===== src/rtl/uart_tx_param_if.sv =====
// uart_tx_param_if: CPU-side write port and line/status signals of
// the parametrised UART transmitter.
interface uart_tx_param_if #(
  parameter int DATA_BITS  = 8,
  parameter int FIFO_DEPTH = 4
);
  localparam int LW = $clog2(FIFO_DEPTH) + 1;

  logic                 write;
  logic [DATA_BITS-1:0] write_data;
  logic [1:0]           parity_mode;
  logic                 uart_txd;
  logic                 full;
  logic                 busy;
  logic                 overflow;
  logic [LW-1:0]        fifo_level;

  modport master (
    output write, write_data, parity_mode,
    input  uart_txd, full, busy, overflow, fifo_level
  );

  modport slave (
    input  write, write_data, parity_mode,
    output uart_txd, full, busy, overflow, fifo_level
  );
endinterface


===== src/rtl/uart_tx_param.sv =====
// uart_tx_param: FIFO-fed UART transmitter, back-to-back frames.
// Parity support compiled in only with `define UART_TX_PARITY_EN.
module uart_tx_param #(
  parameter int CLK_HZ     = 50_000_000,
  parameter int BAUD       = 115_200,
  parameter int DATA_BITS  = 8,
  parameter int STOP_BITS  = 1,
  parameter int FIFO_DEPTH = 4
) (
  input logic            clk_50M,
  input logic            reset,
  uart_tx_param_if.slave bus
);

  localparam int DIV  = CLK_HZ / BAUD;
  localparam int AW   = $clog2(FIFO_DEPTH);
  localparam int LW   = AW + 1;
  localparam int SLEN = DIV * STOP_BITS;
  localparam int CW   = $clog2(SLEN);
  localparam int BW   = $clog2(DATA_BITS);

`ifdef UART_TX_PARITY_EN
  typedef enum logic [2:0] {
    IDLE, START, DATA, PARITY, STOP
  } state_t;
`else
  typedef enum logic [2:0] {
    IDLE, START, DATA, STOP
  } state_t;
`endif

  logic [DATA_BITS-1:0] mem [FIFO_DEPTH];
  logic [AW-1:0]        wr_ptr;
  logic [AW-1:0]        rd_ptr;
  logic [LW-1:0]        count;
  logic                 full;
  logic                 empty;
  logic                 wr_en;
  logic                 pop;

  state_t               state_q;
  state_t               state_d;
  logic [CW-1:0]        baud_cnt;
  logic [BW-1:0]        bit_cnt;
  logic [DATA_BITS-1:0] shift;
  logic                 txd_q;
  logic                 ovf_q;
  logic                 baud_last;
  logic                 stop_last;
  logic                 bit_last;

  assign full      = count == LW'(FIFO_DEPTH);
  assign empty     = count == '0;
  assign wr_en     = bus.write && !full;
  assign baud_last = baud_cnt == CW'(DIV - 1);
  assign stop_last = baud_cnt == CW'(SLEN - 1);
  assign bit_last  = bit_cnt == BW'(DATA_BITS - 1);

`ifdef UART_TX_PARITY_EN
  logic par_on_q;
  logic par_bit_q;
  logic par_sel;
  logic head_par;

  // Mode and parity bit are captured with the payload at pop time
  assign par_sel  = (bus.parity_mode == 2'b01) ||
                    (bus.parity_mode == 2'b10);
  assign head_par = (^mem[rd_ptr]) ^
                    (bus.parity_mode == 2'b10);
`else
  logic unused_parity;
  assign unused_parity = ^bus.parity_mode;
`endif

  always_ff @(posedge clk_50M) begin
    if (reset) state_q <= IDLE;
    else       state_q <= state_d;
  end

  always_comb begin
    state_d = state_q;
    pop     = 1'b0;
    unique case (state_q)
      IDLE: begin
        if (!empty) begin
          pop     = 1'b1;
          state_d = START;
        end
      end
      START: if (baud_last) state_d = DATA;
      DATA: begin
        if (baud_last && bit_last) begin
`ifdef UART_TX_PARITY_EN
          state_d = par_on_q ? PARITY : STOP;
`else
          state_d = STOP;
`endif
        end
      end
`ifdef UART_TX_PARITY_EN
      PARITY: if (baud_last) state_d = STOP;
`endif
      STOP: begin
        // Pop on the final stop cycle so the next start bit follows
        if (stop_last) begin
          pop     = !empty;
          state_d = empty ? IDLE : START;
        end
      end
      default: state_d = IDLE;
    endcase
  end

  always_ff @(posedge clk_50M) begin
    if (wr_en) mem[wr_ptr] <= bus.write_data;
  end

  always_ff @(posedge clk_50M) begin
    if (reset) begin
      wr_ptr   <= '0;
      rd_ptr   <= '0;
      count    <= '0;
      ovf_q    <= 1'b0;
      baud_cnt <= '0;
      bit_cnt  <= '0;
      shift    <= '0;
      txd_q    <= 1'b1;
`ifdef UART_TX_PARITY_EN
      par_on_q  <= 1'b0;
      par_bit_q <= 1'b0;
`endif
    end else begin
      ovf_q <= bus.write && full;
      if (wr_en) wr_ptr <= wr_ptr + 1'b1;
      if (pop)   rd_ptr <= rd_ptr + 1'b1;
      count <= count + LW'(wr_en) - LW'(pop);

      if (state_d != state_q || state_q == IDLE ||
          (state_q == DATA && baud_last))
        baud_cnt <= '0;
      else
        baud_cnt <= baud_cnt + 1'b1;

      if (pop) begin
        shift   <= mem[rd_ptr];
        bit_cnt <= '0;
`ifdef UART_TX_PARITY_EN
        par_on_q  <= par_sel;
        par_bit_q <= head_par;
`endif
      end else if (state_q == DATA && baud_last) begin
        shift   <= shift >> 1;
        bit_cnt <= bit_cnt + 1'b1;
      end

      unique case (state_q)
        START:  txd_q <= 1'b0;
        DATA:   txd_q <= shift[0];
`ifdef UART_TX_PARITY_EN
        PARITY: txd_q <= par_bit_q;
`endif
        default: txd_q <= 1'b1;
      endcase
    end
  end

  assign bus.uart_txd   = txd_q;
  assign bus.full       = full;
  assign bus.busy       = (state_q != IDLE) || !empty;
  assign bus.overflow   = ovf_q;
  assign bus.fifo_level = count;

endmodule


===== src/flat_wrapper.sv =====
// flat-port wrapper written by rule: the top's interface ports become plain ports
module uart_tx_param_flat 
#(
  parameter int CLK_HZ     = 50_000_000,
  parameter int BAUD       = 115_200,
  parameter int DATA_BITS  = 8,
  parameter int STOP_BITS  = 1,
  parameter int FIFO_DEPTH = 4
)
  (clk_50M, reset, bus_write, bus_write_data, bus_parity_mode, bus_uart_txd, bus_full, bus_busy, bus_overflow, bus_fifo_level);
  uart_tx_param_if #(.DATA_BITS(DATA_BITS), .FIFO_DEPTH(FIFO_DEPTH)) bus_i ();
  input logic clk_50M;
  input logic reset;
  input wire logic [$bits(bus_i.write)-1:0] bus_write;
  input wire logic [$bits(bus_i.write_data)-1:0] bus_write_data;
  input wire logic [$bits(bus_i.parity_mode)-1:0] bus_parity_mode;
  output wire logic [$bits(bus_i.uart_txd)-1:0] bus_uart_txd;
  output wire logic [$bits(bus_i.full)-1:0] bus_full;
  output wire logic [$bits(bus_i.busy)-1:0] bus_busy;
  output wire logic [$bits(bus_i.overflow)-1:0] bus_overflow;
  output wire logic [$bits(bus_i.fifo_level)-1:0] bus_fifo_level;
  assign bus_i.write = bus_write;
  assign bus_i.write_data = bus_write_data;
  assign bus_i.parity_mode = bus_parity_mode;
  assign bus_uart_txd = bus_i.uart_txd;
  assign bus_full = bus_i.full;
  assign bus_busy = bus_i.busy;
  assign bus_overflow = bus_i.overflow;
  assign bus_fifo_level = bus_i.fifo_level;
  uart_tx_param #(.CLK_HZ(CLK_HZ), .BAUD(BAUD), .DATA_BITS(DATA_BITS), .STOP_BITS(STOP_BITS), .FIFO_DEPTH(FIFO_DEPTH)) u_core (.clk_50M(clk_50M), .reset(reset), .bus(bus_i));
endmodule

===== config.mk =====
export PLATFORM = sky130hd
export DESIGN_NAME = uart_tx_param_flat
export DESIGN_NICKNAME = d
export VERILOG_FILES = /design/src/rtl/uart_tx_param_if.sv /design/src/rtl/uart_tx_param.sv /design/src/flat_wrapper.sv
export SDC_FILE = /design/constraint.sdc
export NUM_CORES = 1
export LEC_CHECK = 0
export ABC_CLOCK_PERIOD_IN_PS = 3210
export CAP_MARGIN = 0
export CORE_MARGIN = 3
export CORE_UTILIZATION = 45
export DETAILED_ROUTE_END_ITERATION = 12
export PLACE_DENSITY_LB_ADDON = 0.25
export SYNTH_ARGS = -nofsm -noshare
export SYNTH_HDL_FRONTEND = slang
export SYNTH_SLANG_ARGS = --single-unit

===== constraint.sdc =====
create_clock -name clk_50M -period 3.21 [get_ports clk_50M]
set_input_delay 0.642 -clock clk_50M [delete_from_list [all_inputs] [get_ports clk_50M]]
set_output_delay 0.642 -clock clk_50M [all_outputs]
set_load 0.1 [all_outputs]

==> results of run 1 <==
stage by stage:
stage | total power [mW] | area [um^2]
5_1_grt | 2.45 | 3140
6_report | 2.32 | 3140
2_1_floorplan | 1.60 | 2760
3_5_place_dp | 1.73 | 2960
3_3_place_gp | 1.72 | 2960
4_1_cts | 2.35 | 3140
critical path, stage by stage (launching register included):
cell	delay, ns
dfxtp_1	0.37
inv_1	0.06
ha_1	0.17
and4b_1	0.28
a31oi_1	0.30
nor2_2	0.11
ha_1	0.28
inv_1	0.04
ha_1	0.18
fa_1	0.38
xnor2_1	0.18
nor2_1	0.05
state kept, by name (all words and copies together) (netlist names), named ones only:
name / cells
u_core.rd_ptr: 2
u_core.baud_cnt: 9
u_core.wr_ptr: 2
u_core.bit_cnt: 3
u_core.bus.fifo_level: 3
u_core.bus.uart_txd: 1
u_core.shift: 8
u_core.state_q: 3
u_core.mem: 32
u_core.bus.overflow: 1
cell usage after synthesis:
master	n
buf_2	2
buf_4	1
and2_1	5
nor2b_1	6
nand3_1	6
or3_1	2
o211ai_1	7
a21oi_1	9
or2_2	1
nand3b_1	2
nor3_1	7
a311oi_2	1
nand4_1	2
o21ai_0	2
edfxtp_1	32
a211oi_1	1
conb_1	1
buf_1	1
fa_1	1
a31oi_1	1
nand2_1	4
nor3b_1	2
dfxtp_1	34
and3b_1	1
a22oi_1	1
and4bb_2	1
a31o_1	2
a32oi_1	6
mux2i_1	3
a311oi_1	1
inv_1	9
and3_2	2
mux4_2	8
xnor2_1	9
nor2_1	18
clkbuf_2	1
xor2_1	3
and4b_1	1
buf_6	2
clkbuf_1	3
ha_1	10
nor2_2	1
metal layers:
layer	up-vias	GRT usage, %	part of all wire, %	wire length (um)
met5	-	0	0	0
met4	0	3.95	0.97	44
met3	5	5.99	4.5	204
met2	27	22.1	49	2210
met1	787	17.4	46	2060
li1	819	-	-	-
power breakdown:
part	switching, mW	leakage (nW)	total [mW]	internal, mW
registers	0.0828	0.570	1.08	0.993
clock network	0.327	0.0822	0.612	0.284
logic	0.401	0.411	0.633	0.231
kinds of logic (layout without fill, tap and decap cells):
| family | Yosys count | after routing |
|---|---|---|
| flops | 66 | 66 |
| simple gates | 61 | 61 |
| compound gates | 31 | 31 |
| buf+inv | 19 | 44 |
| xor+xnor | 12 | 12 |
| fa+ha+maj | 11 | 11 |
| mux | 11 | 11 |
| other cells | 1 | 1 |
final cells by class:
cell class	count	area (um^2)
fillers	500	2570
clock buffers	9	124
flip-flops and latches	66	1640
inverters	9	33.8
clock inverters	7	53.8
repair buffers	19	168
well taps	72	90.1
multi-input cells	127	1030
worst paths after layout:
check | from | end | slack [ns] | depth (start not counted)
setup / recovery | u_core.baud_cnt[1] | u_core.bus.fifo_level[2] | 0.71 | 11
setup reg to reg | u_core.baud_cnt[1] | u_core.bus.fifo_level[2] | 0.71 | 11
hold reg to reg | u_core.shift[4] | u_core.shift[4] | 0.48 | 2
hold / removal | u_core.shift[4] | u_core.shift[4] | 0.48 | 2
==> results.sh, run 1 <==
export IMPL_io_pin_count=20
export IMPL_io_buffer_count=17
export IMPL_finalWirelength_um=4520
export IMPL_worst_skew_pair_late_latency_ns=0.34
export IMPL_drtPass1Iterations=4
export IMPL_synth_simple_gate_area_share_pct=12.0
export IMPL_leakage_nw=1.06
export IMPL_cts_max_level=3
export IMPL_post_cts_hold_buffer_count=0
export IMPL_final_antenna_net_count=0
export IMPL_layout_min_cycle_time_ns=2.50
export IMPL_clk_pin_slew_worst_paths_ns=0.07
export IMPL_worst_ep_arrival_time_ns=2.73
export IMPL_outcome="finished, final reports clean"
export IMPL_placement_setup_worst_slack_ns=0.736
export IMPL_timing_final_ws_setup_ns=0.707
export IMPL_routabilityCongestion=0.749
export IMPL_holdWs_ns=0.482
export IMPL_antenna_cells=0
export IMPL_fp_dieArea_mm2=0.00709
export IMPL_tritoncts="built"
export IMPL_fmaxAchievable_mhz=399
export IMPL_detailed_place_hpwl_um=2920
export IMPL_vias=1638
export IMPL_hold_viol=0
export IMPL_clockBufferDepth=2
export IMPL_layout_worst_path_cycle_share_pct=78.0
export IMPL_core_region_area_mm2=0.00571
export IMPL_final_layout_size_suffix_gt1_share_pct=16.9
export IMPL_place_detailed_instances=293
export IMPL_synth_top_family_by_area="simple AND/OR/NAND/NOR gates"
export IMPL_post_cts_resize_count=0
export IMPL_grt_antenna_before_repair=0
export IMPL_grt_pass1_vias=1618
export IMPL_yosysTopAreaCell="edfxtp_1"
export IMPL_syn2layout_area_growth_pct=14.0
export IMPL_post_synth_main_area_contributors="edfxtp_1 (35%), dfxtp_1 (25%), mux4_2 (6.5%)"
export IMPL_die_height_um=84.2
export IMPL_synth_compound_gate_area_share_pct=8.09
export IMPL_grt_total_usage_pct=13.9
export IMPL_post_synth_cell_area_avg_um2=13.0
export IMPL_timing_setup_tns_ns=0
export IMPL_synth_mux_area_fraction_pct=7.64
export IMPL_tritoncts_num_sinks=66
export IMPL_timing_critical_path_required_ns=3.44
export IMPL_fin_worst_skew_ns=0.00745
export IMPL_synth_cells=212
export IMPL_drv_slew=0
export IMPL_critical_path_startpoint_type="flip-flop"
export IMPL_grt_setup_unrepaired="no"
export IMPL_grt_max_degree=25
export IMPL_drt_wirelength_per_cell_um=14.6
export IMPL_post_cts_repair_setup_buffers=0
export IMPL_path_max_fanout=7
export IMPL_postSynthRegisterBits=66
export IMPL_hp_class="reg2reg"
export IMPL_clockRootBuffer="clkbuf_8"
export IMPL_synth_fa_ha_area_share_pct=5.27
export IMPL_synth_distinct_cells=42
export IMPL_vdd_ir_drop_max_mv=0.411
export IMPL_worstSetupPathType="reg2reg"
export IMPL_layout_commonest_cell="dfxtp_1"
export IMPL_most_frequent_cells_in_the_layout="dfxtp_1 (34), edfxtp_1 (32), nor2_1 (18)"
export IMPL_synth_warning_count=0
export IMPL_drc=0
export IMPL_initial_utilization_pct=48.2
export IMPL_nNetsFinal=256
export IMPL_setup_viol=0
export IMPL_drt_iter0_markers=88
export IMPL_tightestPinTransition_ns=0.683
export IMPL_grt_overflow_total=0
export IMPL_netlist_area_leader_share_pct=34.9
export IMPL_critPathCaptureType="flip-flop"
export IMPL_clock_buffers_created_by_tritoncts=9
export IMPL_first_pass_grt_wire_length_um=7600
export IMPL_relSlewSlack_pct=54.3
export IMPL_pwr_density_cell_mw_per_mm2=739
export IMPL_placement_rows=27
export IMPL_layout_cells_non_filler=309
export IMPL_maxCapViolations=0
export IMPL_post_synth_instance_area_mm2=0.00275
export IMPL_post_route_util_pct=55.0
export IMPL_vias_per_cell=5.30
export IMPL_width_of_the_die_um=84.2
export IMPL_synthXorXnorAreaFrac_pct=3.82
export IMPL_synth_seq_area_share_pct=59.6
export IMPL_postSynthNetCount=236
No activity file was read; power rests on OpenSTA's default activity.
==> inputs of run 2 (changes only) <==
--- a/config.mk
+++ b/config.mk
@@ -5,7 +5,7 @@
 export SDC_FILE = /design/constraint.sdc
 export NUM_CORES = 1
 export LEC_CHECK = 0
-export ABC_CLOCK_PERIOD_IN_PS = 3210
+export ABC_CLOCK_PERIOD_IN_PS = 2600
 export CAP_MARGIN = 0
 export CORE_MARGIN = 3
 export CORE_UTILIZATION = 45
==> constraint.sdc (replaced) <==
create_clock -name clk_50M -period 2.6 [get_ports clk_50M]
set_input_delay 0.52 -clock clk_50M [delete_from_list [all_inputs] [get_ports clk_50M]]
set_output_delay 0.52 -clock clk_50M [all_outputs]
set_load 0.1 [all_outputs]
==> run 2 against run 1 <==
Against the previous run:
- sequential cell count is the same
- maximum frequency grew 4.9%
- sequential share of layout area shrank 1.4 points
- first-iteration DRC count grew 34%
- cell area grew 3.1%
- global-route usage grew 0.87 points
- non-clock buffer count grew 1
- via count grew 3.4%
- worst setup slack lost 0.49 ns
- register-to-register slack lost 0.49 ns
- critical path type unchanged
==> results.sh, run 2 (same netlist as run 1, synthesis figures left out) <==
export IMPL_grt_total_usage_pct=14.8
export IMPL_fmaxAchievable_mhz=419
export IMPL_drt_wirelength_per_cell_um=15.2
export IMPL_finalWirelength_um=4700
export IMPL_drc=0
export IMPL_width_of_the_die_um=84.2
export IMPL_net_switching_power_mw=0.989
export IMPL_largest_register="u_core.mem"
export IMPL_syn2layout_area_growth_pct=17.5
export IMPL_drt_iter0_markers=118
export IMPL_setup_viol=0
export IMPL_nNetsFinal=257
export IMPL_timing_final_ws_setup_ns=0.213
export IMPL_cts_max_level=3
export IMPL_critical_path_startpoint_type="flip-flop"
export IMPL_most_frequent_cells_in_the_layout="edfxtp_1 (32), dfxtp_1 (31), nor2_1 (18)"
export IMPL_detailed_place_hpwl_um=3090
export IMPL_grt_antenna_before_repair=0
export IMPL_timing_critical_path_required_ns=2.82
export IMPL_initial_utilization_pct=48.2
export IMPL_place_detailed_instances=294
export IMPL_placement_rows=27
export IMPL_grt_pass1_vias=1615
export IMPL_post_route_util_pct=56.7
export IMPL_die_height_um=84.2
export IMPL_path_max_fanout=7
export IMPL_hold_viol=0
export IMPL_clockBufferDepth=2
export IMPL_io_pin_count=20
export IMPL_holdWs_ns=0.476
export IMPL_largestRegisters="u_core.mem x32, u_core.baud_cnt x9, u_core.shift x8"
export IMPL_fin_worst_skew_ns=0.00705
export IMPL_totalPowerFinal_mw=3.15
export IMPL_layout_min_cycle_time_ns=2.39
export IMPL_clock_buffers_created_by_tritoncts=9
export IMPL_p_sw_share_pct=31.4
export IMPL_fp_dieArea_mm2=0.00709
export IMPL_largest_reg_flops=32
export IMPL_tritoncts="built"
export IMPL_routabilityCongestion=0.703
export IMPL_first_pass_grt_wire_length_um=7970
export IMPL_cp_cell_sequence="ha_1, and4b_2, a31oi_4, nor2_2, ha_1, inv_1, ha_2, fa_1, nor2b_1"
export IMPL_sequential_cell_area_mm2=0.00165
export IMPL_hp_class="reg2reg"
export IMPL_critPathCaptureType="flip-flop"
export IMPL_post_cts_hold_buffer_count=0
export IMPL_critical_path_max_stage_delay_ns=0.40
export IMPL_tightestPinTransition_ns=0.610
export IMPL_layout_worst_path_cycle_share_pct=91.8
export IMPL_worst_ep_arrival_time_ns=2.61
export IMPL_post_cts_repair_setup_buffers=0
export IMPL_timing_critical_path_from="u_core.baud_cnt[0]"
export IMPL_vdd_ir_drop_max_mv=0.845
export IMPL_pwr_density_cell_mw_per_mm2=974
export IMPL_multi_input_gate_area_in_the_final_layout_mm2=0.00105
export IMPL_outcome="finished, final reports clean"
export IMPL_vias=1693
export IMPL_power_share_clock_pct=32.2
export IMPL_relSlewSlack_pct=59.2
export IMPL_final_layout_size_suffix_gt1_share_pct=19.3
export IMPL_layout_commonest_cell="edfxtp_1"
export IMPL_antenna_cells=0
export IMPL_grt_max_degree=24
export IMPL_clockRootBuffer="clkbuf_8"
export IMPL_cpMostUsedCell="ha_1"
export IMPL_drv_slew=0
export IMPL_crit_reg2reg_launch="u_core.baud_cnt[0]"
export IMPL_leakage_nw=1.10
export IMPL_sequentialPowerShare_pct=42.3
export IMPL_worst_skew_pair_late_latency_ns=0.34
export IMPL_core_region_area_mm2=0.00571
export IMPL_drtPass1Iterations=4
export IMPL_io_buffer_count=17
export IMPL_tritoncts_num_sinks=66
export IMPL_placement_setup_worst_slack_ns=0.141
export IMPL_maxCapViolations=0
export IMPL_power_frac_comb_pct=25.5
export IMPL_vias_per_cell=5.46
export IMPL_grt_setup_unrepaired="no"
export IMPL_clk_pin_slew_worst_paths_ns=0.07
export IMPL_worstSetupPathType="reg2reg"
export IMPL_grt_overflow_total=0
export IMPL_post_cts_resize_count=0
export IMPL_cell_internal_pwr_mw=2.16
export IMPL_nFillCells=474
export IMPL_final_antenna_net_count=0
export IMPL_worst_path_max_delay_cell="dfxtp_1"
export IMPL_worstHoldStart="u_core.shift[4]"
export IMPL_layout_cells_non_filler=310
[run 2: power by group through the flow]
stage / logic, mW / registers [mW] / clock network [mW]
3_5_place_dp: 0.809 / 1.36 / 0
5_1_grt: 0.880 / 1.35 / 1.08
3_3_place_gp: 0.790 / 1.36 / 0
2_1_floorplan: 0.520 / 1.46 / 0
4_1_cts: 0.811 / 1.34 / 1.05
6_report: 0.802 / 1.33 / 1.02
[run 2: final timing paths]
path	endpoint	slack [ns]	cells past startpoint
max reg2reg	u_core.bus.fifo_level[1]	0.21	9
min	u_core.shift[4]	0.48	2
min reg2reg	u_core.shift[4]	0.48	2
max	u_core.bus.fifo_level[1]	0.21	9
[run 2: metrics by stage]
stage,TNS [ns],area [um^2]
after floorplan,-0.00398,2770
after global placement,0,2980
after detailed placement,0,2980
after CTS,0,3220
after global routing,0,3240
final,0,3240
[run 2: worst max-delay path: cells and delay by family (launching register included)]
family                     cells  cell delay (ns)
and+or+nand+nor                3             0.69
DFF                            1             0.40
buffers and inverters          1             0.06
AOI/OAI and AO/OA              1             0.11
adders and majority gates      4             1.01
[run 2: metal layers]
layer	global-route usage (%)	vias to the layer above	wire (um)
li1	-	826	-
met1	18.4	821	2050
met2	23.4	42	2380
met3	6.28	4	239
met4	4.82	0	31
met5	0	-	0
[run 2: layout make-up]
type	count	share of cell area (%)
well taps	72	2.78
multi-input cells	127	32.4
clock inverters	7	3.63
repair buffers	20	5.41
clock buffers	9	3.83
flip-flops and latches	66	50.9
inverters	9	1.04
==> inputs of run 3 (changes only) <==
--- a/config.mk
+++ b/config.mk
@@ -9,8 +9,10 @@
 export CAP_MARGIN = 0
 export CORE_MARGIN = 3
 export CORE_UTILIZATION = 45
+export CTS_BUF_LIST = sky130_fd_sc_hd__clkbuf_4 sky130_fd_sc_hd__clkbuf_8
 export DETAILED_ROUTE_END_ITERATION = 12
 export PLACE_DENSITY_LB_ADDON = 0.25
+export SETUP_SLACK_MARGIN = 0.2
 export SYNTH_ARGS = -nofsm -noshare
 export SYNTH_HDL_FRONTEND = slang
 export SYNTH_SLANG_ARGS = --single-unit
==> run 3 against run 2 <==
Against the previous run:
- global-route usage shrank 0.17 points
- critical endpoint unchanged
- sequential share of layout area is 0.062 points lower
- cell count is 1.6% higher
- worst setup slack better by 0.087 ns
- clock power shrank 20%
- critical path type unchanged
==> results.sh, run 3 (same netlist as run 1, synthesis figures left out) <==
export IMPL_detailed_place_hpwl_um=3040
export IMPL_cts_max_level=3
export IMPL_outcome="finished, final reports clean"
export IMPL_fp_dieArea_mm2=0.00709
export IMPL_worst_skew_pair_late_latency_ns=0.34
export IMPL_fmaxAchievable_mhz=435
export IMPL_critical_path_startpoint_type="flip-flop"
export IMPL_clk_pin_slew_worst_paths_ns=0.07
export IMPL_clockRootBuffer="clkbuf_8"
export IMPL_grt_setup_unrepaired="no"
export IMPL_hold_viol=0
export IMPL_antenna_cells=0
export IMPL_leakage_nw=1.11
export IMPL_first_pass_grt_wire_length_um=7880
export IMPL_worstSetupPathType="reg2reg"
export IMPL_vdd_ir_drop_max_mv=0.457
export IMPL_vias=1716
export IMPL_totalPowerFinal_mw=3.01
export IMPL_post_route_util_pct=57.0
export IMPL_clock_buffers_created_by_tritoncts=9
export IMPL_layout_min_cycle_time_ns=2.30
export IMPL_tritoncts="built"
export IMPL_nNetsFinal=262
export IMPL_width_of_the_die_um=84.2
export IMPL_drv_slew=0
export IMPL_ff2ff_setup_slack_ns=0.30
export IMPL_fin_worst_skew_ns=0.00834
export IMPL_clockBufferDepth=2
export IMPL_setup_viol=0
export IMPL_largest_register="u_core.mem"
export IMPL_vias_per_cell=5.45
export IMPL_placement_rows=27
export IMPL_io_buffer_count=17
export IMPL_layout_worst_path_cycle_share_pct=88.5
export IMPL_die_height_um=84.2
export IMPL_drt_iter0_markers=68
export IMPL_placed_area_mm2=0.00301
export IMPL_grt_total_usage_pct=14.6
export IMPL_grt_overflow_total=0
export IMPL_io_pin_count=20
export IMPL_critPathCaptureType="flip-flop"
export IMPL_grt_pass1_vias=1634
export IMPL_drc=0
export IMPL_largestRegisters="u_core.mem x32, u_core.baud_cnt x9, u_core.shift x8"
export IMPL_core_region_area_mm2=0.00571
export IMPL_final_antenna_net_count=0
export IMPL_timing_critical_path_from="u_core.baud_cnt[0]"
export IMPL_drt_wirelength_per_cell_um=15.1
export IMPL_pwr_density_cell_mw_per_mm2=925
export IMPL_tightestPinTransition_ns=0.665
export IMPL_timing_critical_path_required_ns=2.88
export IMPL_layout_commonest_cell="edfxtp_1"
export IMPL_relSlewSlack_pct=55.5
export IMPL_hp_class="reg2reg"
export IMPL_drtPass1Iterations=4
export IMPL_path_max_fanout=5
export IMPL_finalWirelength_um=4770
export IMPL_final_layout_size_suffix_gt1_share_pct=21.8
export IMPL_largest_reg_flops=32
export IMPL_worstHoldStart="u_core.shift[4]"
export IMPL_grt_antenna_before_repair=0
export IMPL_routabilityCongestion=0.757
export IMPL_layout_cells_non_filler=315
export IMPL_worst_ep_arrival_time_ns=2.58
export IMPL_place_detailed_instances=296
export IMPL_tritoncts_num_sinks=66
export IMPL_timing_setup_tns_ns=0
export IMPL_final_standard_cell_area_without_fillers_mm2=0.00325
export IMPL_most_frequent_cells_in_the_layout="edfxtp_1 (32), dfxtp_1 (30), nor2_1 (18)"
export IMPL_crit_reg2reg_launch="u_core.baud_cnt[0]"
export IMPL_initial_utilization_pct=48.2
export IMPL_maxCapViolations=0
export IMPL_grt_max_degree=24
export IMPL_syn2layout_area_growth_pct=18.1
## run 3: changes by cell type in the layout (fill, tap and decap cells not counted), sizes merged
cell	before	now
bufinv	3	1
clkinv	2	3
clkbuf	9	10
buf	10	15
## run 3: path summary, 6_finish.rpt
kind,end,cells past startpoint
worst max-delay path,u_core.bus.fifo_level[1],9
worst min-delay path,u_core.shift[4],2
worst max register to register,u_core.bus.fifo_level[1],9
worst min register to register,u_core.shift[4],2
## run 3: critical path: stages, from the launching register on
cell and delay, ns:
dfxtp_1 0.34, ha_1 0.20, and4b_2 0.28, a31oi_4 0.23, nor2_4 0.07, ha_1 0.27
inv_1 0.06, ha_4 0.16, fa_2 0.51, nor2b_4 0.12
## run 3: what timing repair did
item	4_1_cts	5_1_grt
pin swaps	0	1
hold buffers	0	0
endpoints found under the hold margin	0	0
cloned	0	0
buffers inserted	0	3
setup endpoints to repair	2	2
resized for setup	2	4
## run 3: final cells by class
type | instances | area (um^2)
Sequential cell | 66 | 1650
Tap cell | 72 | 90.1
Clock buffer | 10 | 131
Multi-Input combinational cell | 127 | 1070
Clock inverter | 6 | 57.6
Fill cell | 472 | 2460
Inverter | 9 | 33.8
Timing Repair Buffer | 25 | 213
## run 3: per-layer routing
metal / part of all wire [%] / GRT usage, %
met1: 43 / 16.8
met2: 49 / 23.6
met3: 5.5 / 6.97
met4: 2.0 / 5.85
met5: 0 / 0
## run 3: report_power, final
group,internal (mW),leakage (nW),switching [mW]
Clock,0.445,0.0908,0.371
Combinational,0.330,0.445,0.520
Sequential,1.24,0.572,0.105
Total,2.01,1.11,0.996
## run 3: per-stage QoR
stage          worst slack [ns]  hold slack (ns)
6_report                  0.300            0.477
5_1_grt                   0.205            0.491
4_1_cts                   0.200            0.478
3_5_place_dp              0.159            0.465
3_3_place_gp              0.205            0.451
2_1_floorplan            0.0106            0.440
